### src/rtl/fetch_queue_unit.sv
// ============================================================================
// Module   : fetch_queue_unit
// Brief    : PC generation, I-cache lookup with memory-controller miss path,
//            static JAL/branch target prediction and a DEPTH-entry fetch queue.
// Revision : 1.0 - initial release
// ============================================================================
`default_nettype none

module fetch_queue_unit #(
   parameter int unsigned           ADDR_W   = 32,
   parameter int unsigned           DEPTH    = 4,
   parameter logic [ADDR_W-1:0]     RESET_PC = '0
) (
   input  logic              clk_in,
   input  logic              rst_in,
   input  logic              rdy_in,
   input  logic              clr_in,
   input  logic [ADDR_W-1:0] clr_pc,
   output logic [ADDR_W-1:0] ic_addr,
   input  logic              ic_hit,
   input  logic [31:0]       ic_inst,
   output logic              ic_wr_valid,
   output logic [ADDR_W-1:0] ic_wr_addr,
   output logic [31:0]       ic_wr_inst,
   output logic              mc_req,
   output logic [ADDR_W-1:0] mc_addr,
   input  logic              mc_done,
   input  logic [31:0]       mc_inst,
   output logic [ADDR_W-1:0] pr_pc,
   input  logic              pr_taken,
   output logic              dq_valid,
   input  logic              dq_ready,
   output logic [ADDR_W-1:0] dq_pc,
   output logic [31:0]       dq_inst,
   output logic              dq_pred
);

   localparam int unsigned          c_PTR_W     = $clog2(DEPTH);
   localparam int unsigned          c_CNT_W     = c_PTR_W + 1;
   localparam logic [c_CNT_W-1:0]   c_DEPTH_CNT = c_CNT_W'(DEPTH);
   localparam logic [ADDR_W-1:0]    c_PC_STEP   = ADDR_W'(4);
   localparam logic [6:0]           c_OP_JAL    = 7'b1101111;
   localparam logic [6:0]           c_OP_BRANCH = 7'b1100011;

   localparam logic [1:0] c_IDLE = 2'd0;
   localparam logic [1:0] c_BUSY = 2'd1;
   localparam logic [1:0] c_KILL = 2'd2;

   logic [1:0]         r_state;
   logic [1:0]         w_state_nxt;
   logic [ADDR_W-1:0]  r_pc;
   logic [c_CNT_W-1:0] r_count;
   logic [c_PTR_W-1:0] r_head;
   logic [c_PTR_W-1:0] r_tail;

   logic [ADDR_W-1:0]  r_q_pc   [DEPTH];
   logic [31:0]        r_q_inst [DEPTH];
   logic               r_q_pred [DEPTH];

   logic               w_full;
   logic               w_push;
   logic               w_pop;
   logic               w_miss;
   logic               w_refill;
   logic [31:0]        w_cur_inst;
   logic [ADDR_W-1:0]  w_j_imm;
   logic [ADDR_W-1:0]  w_b_imm;
   logic [ADDR_W-1:0]  w_next_pc;
   logic               w_next_pred;

   assign w_full   = (r_count == c_DEPTH_CNT);
   assign dq_valid = (r_count != '0);
   assign dq_pc    = r_q_pc[r_head];
   assign dq_inst  = r_q_inst[r_head];
   assign dq_pred  = r_q_pred[r_head];
   assign ic_addr  = r_pc;
   assign pr_pc    = r_pc;

   // Refill data bypasses the cache lookup in the cycle the response arrives.
   assign w_cur_inst = (r_state == c_BUSY && mc_done) ? mc_inst : ic_inst;

   assign w_j_imm = {{(ADDR_W-21){w_cur_inst[31]}}, w_cur_inst[31], w_cur_inst[19:12],
                     w_cur_inst[20], w_cur_inst[30:21], 1'b0};
   assign w_b_imm = {{(ADDR_W-13){w_cur_inst[31]}}, w_cur_inst[31], w_cur_inst[7],
                     w_cur_inst[30:25], w_cur_inst[11:8], 1'b0};

   always_comb begin
      w_next_pc   = r_pc + c_PC_STEP;
      w_next_pred = 1'b0;
      if (w_cur_inst[6:0] == c_OP_JAL) begin
         w_next_pc   = r_pc + w_j_imm;
         w_next_pred = 1'b1;
      end else if (w_cur_inst[6:0] == c_OP_BRANCH && pr_taken) begin
         w_next_pc   = r_pc + w_b_imm;
         w_next_pred = 1'b1;
      end
   end

   // ---------------------------------------------------------------- FSM
   always_ff @(posedge clk_in or posedge rst_in) begin
      if (rst_in) begin
         r_state <= c_IDLE;
      end else begin
         r_state <= w_state_nxt;
      end
   end

   always_comb begin
      w_state_nxt = r_state;
      if (rdy_in) begin
         if (clr_in) begin
            // A response landing with the flush retires the outstanding request.
            if (r_state == c_BUSY || r_state == c_KILL) begin
               w_state_nxt = mc_done ? c_IDLE : c_KILL;
            end else begin
               w_state_nxt = c_IDLE;
            end
         end else begin
            case (r_state)
               c_IDLE:  if (!w_full && !ic_hit) w_state_nxt = c_BUSY;
               c_BUSY:  if (mc_done) w_state_nxt = c_IDLE;
               c_KILL:  if (mc_done) w_state_nxt = c_IDLE;
               default: w_state_nxt = c_IDLE;
            endcase
         end
      end
   end

   always_comb begin
      w_push   = 1'b0;
      w_miss   = 1'b0;
      w_refill = 1'b0;
      mc_req   = (r_state == c_BUSY);
      if (rdy_in && !clr_in) begin
         case (r_state)
            c_IDLE: begin
               if (!w_full) begin
                  w_push = ic_hit;
                  w_miss = !ic_hit;
               end
            end
            c_BUSY: begin
               w_push   = mc_done;
               w_refill = mc_done;
            end
            default: begin
               w_push = 1'b0;
            end
         endcase
      end
   end

   assign w_pop = rdy_in && !clr_in && dq_valid && dq_ready;

   // ------------------------------------------------------------ datapath
   always_ff @(posedge clk_in or posedge rst_in) begin
      if (rst_in) begin
         r_pc        <= RESET_PC;
         r_count     <= '0;
         r_head      <= '0;
         r_tail      <= '0;
         mc_addr     <= '0;
         ic_wr_valid <= 1'b0;
         ic_wr_addr  <= '0;
         ic_wr_inst  <= '0;
      end else begin
         ic_wr_valid <= 1'b0;
         if (rdy_in) begin
            if (clr_in) begin
               r_pc    <= clr_pc;
               r_count <= '0;
               r_head  <= '0;
               r_tail  <= '0;
            end else begin
               if (w_push) begin
                  r_pc   <= w_next_pc;
                  r_tail <= r_tail + 1'b1;
               end
               if (w_pop) begin
                  r_head <= r_head + 1'b1;
               end
               case ({w_push, w_pop})
                  2'b10:   r_count <= r_count + 1'b1;
                  2'b01:   r_count <= r_count - 1'b1;
                  default: r_count <= r_count;
               endcase
               if (w_miss) begin
                  mc_addr <= r_pc;
               end
               if (w_refill) begin
                  ic_wr_valid <= 1'b1;
                  ic_wr_addr  <= r_pc;
                  ic_wr_inst  <= mc_inst;
               end
            end
         end
      end
   end

   // Queue storage carries no reset; entries are only observed while counted.
   always_ff @(posedge clk_in) begin
      if (w_push && !rst_in) begin
         r_q_pc[r_tail]   <= r_pc;
         r_q_inst[r_tail] <= w_cur_inst;
         r_q_pred[r_tail] <= w_next_pred;
      end
   end

endmodule

`default_nettype wire
### config.mk
export PLATFORM = sky130hd
export DESIGN_NAME = fetch_queue_unit
export DESIGN_NICKNAME = d
export VERILOG_FILES = /design/src/rtl/fetch_queue_unit.sv
export SDC_FILE = /design/constraint.sdc
export NUM_CORES = 1
export LEC_CHECK = 0
export CAP_MARGIN = 10
export CORE_MARGIN = 10
export CORE_UTILIZATION = 58
export DETAILED_ROUTE_END_ITERATION = 16
export GPL_TIMING_DRIVEN = 0
export HOLD_SLACK_MARGIN = 0.06
export PLACE_DENSITY = 0.9
export SYNTH_ARGS = -nofsm -noshare
export SYNTH_HDL_FRONTEND = slang
export SYNTH_SLANG_ARGS = --single-unit
### constraint.sdc
create_clock -name clk_in -period 9.25 [get_ports clk_in]
set_input_delay 0.925 -clock clk_in [delete_from_list [all_inputs] [get_ports clk_in]]
set_output_delay 0.925 -clock clk_in [all_outputs]
set_load 0.01 [all_outputs]
==> run_results.csv <==
group,metric,value,unit
status,outcome,"completed",
floorplanning,die-width,202.3,um
logic_synthesis,seq_area_frac_synth,58.40,%
global_route,gr-usage-all-layers,29.82,%
timing,worst_slew_pin_slew,1.202,ns
hold_path,hold_path_class,"reg2reg",
floorplanning,coreArea,32700,um^2
detailed_routing,met3_length,5918,um
logic_synthesis,synth.most_common_cell,"nand2_1",
detailed_routing,drc_errors,0,
floorplanning,rows,66,
logic_synthesis,synth_top_flop_cell,"edfxtp_1",
clocking,cts_inserted_buffers,41,
detailed_routing,firstDrtPassIters,6,
timing,setup_viol,0,
logic_synthesis,async_flop_share,34.67,%
global_route,grt_start_max_net_pins,78,
cells_and_area,fin_area,24610,um^2
detailed_routing,dr.max_layer_used,"met4",
floorplanning,fp.dieH,202.3,um
timing,finalSetupTns,0,ns
timing,clock_skew,0.01484,ns
detailed_routing,routed_wl,62600,um
global_route,grt-ovfl-total,0,
setup_path,critPathMaxStageDelay,0.66,ns
cells_and_area,area_delta_synth_final,27.62,%
setup_path,start_kind,"primary input",
logic_synthesis,ys_ff_latch,398,
detailed_routing,drt_iter0_drc,1624,
power,power.total,0.007583,W
timing,period_share,60.22,%
placement,portBuffers,330,
detailed_routing,ant_nets,0,
clocking,cts_root_buffer,"clkbuf_16",
logic_synthesis,avgSynthCellArea,12.69,um^2
clocking,cts.clk_slew.worst_paths,0.06,ns
cells_and_area,multi_input_area,7348,um^2
logic_synthesis,ys_top_cells_by_count,"nand2_1, edfxtp_1, dfrtp_1",
timing,rsz0062_at_grt,"no",
setup_path,crit_arrival,5.98,ns
global_route,first_global_vias,14933,
clocking,hold_buffers,0,
setup_path,end_kind,"flop",
power,cellPowerDensity,308.1,nW/um^2
setup_path,crit_top_cell,"a211oi_1",
placement,dpl-instance-area,23300,um^2
timing,drv_slew,0,
timing,slew-limit-headroom,19.05,%
logic_synthesis,synth_top_area_share,40.49,%
setup_path,slowest_stage,"clkbuf_1",
cells_and_area,drive_gt1_share,13.85,%
setup_path,worstPathMaxFanout,10,
clocking,clkLatencyLatePin,0.54,ns
global_route,antenna_found_initial,1,
timing,whs,0.4758,ns
floorplanning,start_util,58.96,%
detailed_routing,wl_met2,30880,um
clocking,cts.path.max_buffers,3,
timing,hold_violations,0,
floorplanning,die-area,40940,um^2
clocking,clkSinkCount,398,
logic_synthesis,synth.distinct_cells,78,
global_route,grt_pass1_wl,93700,um
power,p_leak,9.272,nW
setup_path,required,9.66,ns
clocking,post_cts_buffers,0,
cells_and_area,nets,2058,
timing,finalCriticalPeriod,5.570,ns
floorplanning,io-pin-count,332,
clocking,cts_resized,0,
detailed_routing,vias,14749,
placement,dpl.hpwl,44450,um
setup_path,worstPathCellList,"clkdlybuf4s50_1, nand2_1, clkbuf_1, mux2_2, ha_1, fa_1, a211oi_1, nor4_1, nor2_1, o2111ai_1, a31oi_1, o21ai_1, a21boi_0, xnor2_1, a211oi_1, o31ai_2",
logic_synthesis,syn_inst,1519,
logic_synthesis,synth-edff-count,260,
detailed_routing,routedWlPerCell,26.40,um
logic_synthesis,synthTopCellsByArea,"edfxtp_1, dfrtp_1, mux4_2",
clocking,cts_tree,"built",
cells_and_area,n_fill_cell,2050,
logic_synthesis,synth_area_leader_cell,"edfxtp_1",
logic_synthesis,netlist_area,19280,um^2
logic_synthesis,syn_nets,1680,
power,ir_drop,0.2237,mV
timing,fmax,179.5,MHz
setup_path,crit_type,"in2reg",
logic_synthesis,yosysWarningCount,0,
detailed_routing,vias_per_cell,6.221,
job,maxCapViolations,0,
cells_and_area,seqCellArea,11260,um^2
detailed_routing,routedLengthMet1,23540,um
cells_and_area,fin_util,75.25,%
placement,gp_congestion,0.9255,
clocking,htreeDepth,2,
critical path: cells and delay by family:
kind,cells,cell delay (ns)
mux,1,0.49
simple gates,3,0.68
compound gates,7,1.90
xor+xnor,1,0.13
buf+inv,2,1.12
fa+ha+maj,2,0.71
final timing paths:
kind	depth (start not counted)	start	to	slack, ns
max	16	mc_done	ic_addr[31]	3.68
min	2	ic_wr_addr[15]	ic_wr_addr[15]	0.48
max reg2reg	16	r_state[0]	ic_addr[31]	3.90
min reg2reg	2	ic_wr_addr[15]	ic_wr_addr[15]	0.48
max in group asynchronous	3	rst_in	ic_wr_inst[26]	7.54
min in group asynchronous	2	rst_in	ic_addr[22]	0.88
report_power, final:
part           total, W  switching (W)  internal [W]  leakage (nW)
logic           0.00334        0.00170       0.00164          4.57
clock network   0.00161       0.000680      0.000933         0.640
registers       0.00263       0.000359       0.00227          4.06
stage by stage:
step           setup WS [ns]  cells
2_1_floorplan          3.089   1519
3_3_place_gp         0.08240   2291
3_5_place_dp           3.297   2296
4_1_cts                3.784   2370
5_1_grt                3.568   2371
6_report               3.680   2371
flip-flops by register name, indices dropped and copies added (netlist names), 2 cells and up:
name / count
r_q_pc: 128
r_q_pred: 4
r_head: 2
ic_wr_inst: 32
r_tail: 2
ic_addr: 32
r_count: 3
mc_addr: 32
ic_wr_addr: 32
r_q_inst: 128
r_state: 2
cell usage in the layout, fill, tap and decap left out, types with 14 or more instances in the layout:
| cell type | instances |
|---|---|
| a211oi_1 | 16 |
| a21o_1 | 24 |
| a21oi_1 | 82 |
| a221oi_1 | 14 |
| buf_1 | 16 |
| buf_4 | 35 |
| clkbuf_1 | 56 |
| clkbuf_16 | 41 |
| clkdlybuf4s50_1 | 330 |
| dfrtp_1 | 138 |
| edfxtp_1 | 260 |
| ha_1 | 54 |
| inv_1 | 19 |
| mux2_2 | 65 |
| mux4_2 | 65 |
| nand2_1 | 268 |
| nand3_1 | 26 |
| nand4_1 | 15 |
| nor2_1 | 59 |
| o21ai_0 | 73 |
| xnor2_1 | 25 |
| xor2_1 | 32 |
layout make-up:
cell class                      count  share of cell area (%)
Antenna cell                        1                 0.01017
Sequential cell                   398                   45.76
Multi-Input combinational cell    987                   29.86
Clock inverter                     23                  0.8186
Buffer                            113                   2.496
Inverter                           21                  0.3407
Tap cell                          442                   2.247
Clock buffer                       51                   4.484
Timing Repair Buffer              335                   13.98
metal layers:
| layer | track usage [%] | vias up |
|---|---|---|
| li1 | - | 6395 |
| met1 | 36.86 | 7336 |
| met2 | 50.55 | 869 |
| met3 | 6.701 | 149 |
| met4 | 10.71 | 0 |
| met5 | 0 | - |
logic make-up (layout without fill, tap and decap cells):
| family | count (synthesis) | after routing | share of synthesized area, % |
|---|---|---|---|
| DFF | 398 | 398 | 58.40 |
| buffers and inverters | 134 | 543 | 3.595 |
| xor gates and xnor gates | 57 | 57 | 2.589 |
| muxes | 131 | 131 | 11.44 |
| and+or+nand+nor | 444 | 444 | 10.14 |
| adders and majority gates | 57 | 57 | 3.815 |
| AOI/OAI and AO/OA | 298 | 298 | 10.02 |
| other | 0 | 1 | 0 |
Power figures use the tool's default switching activity.
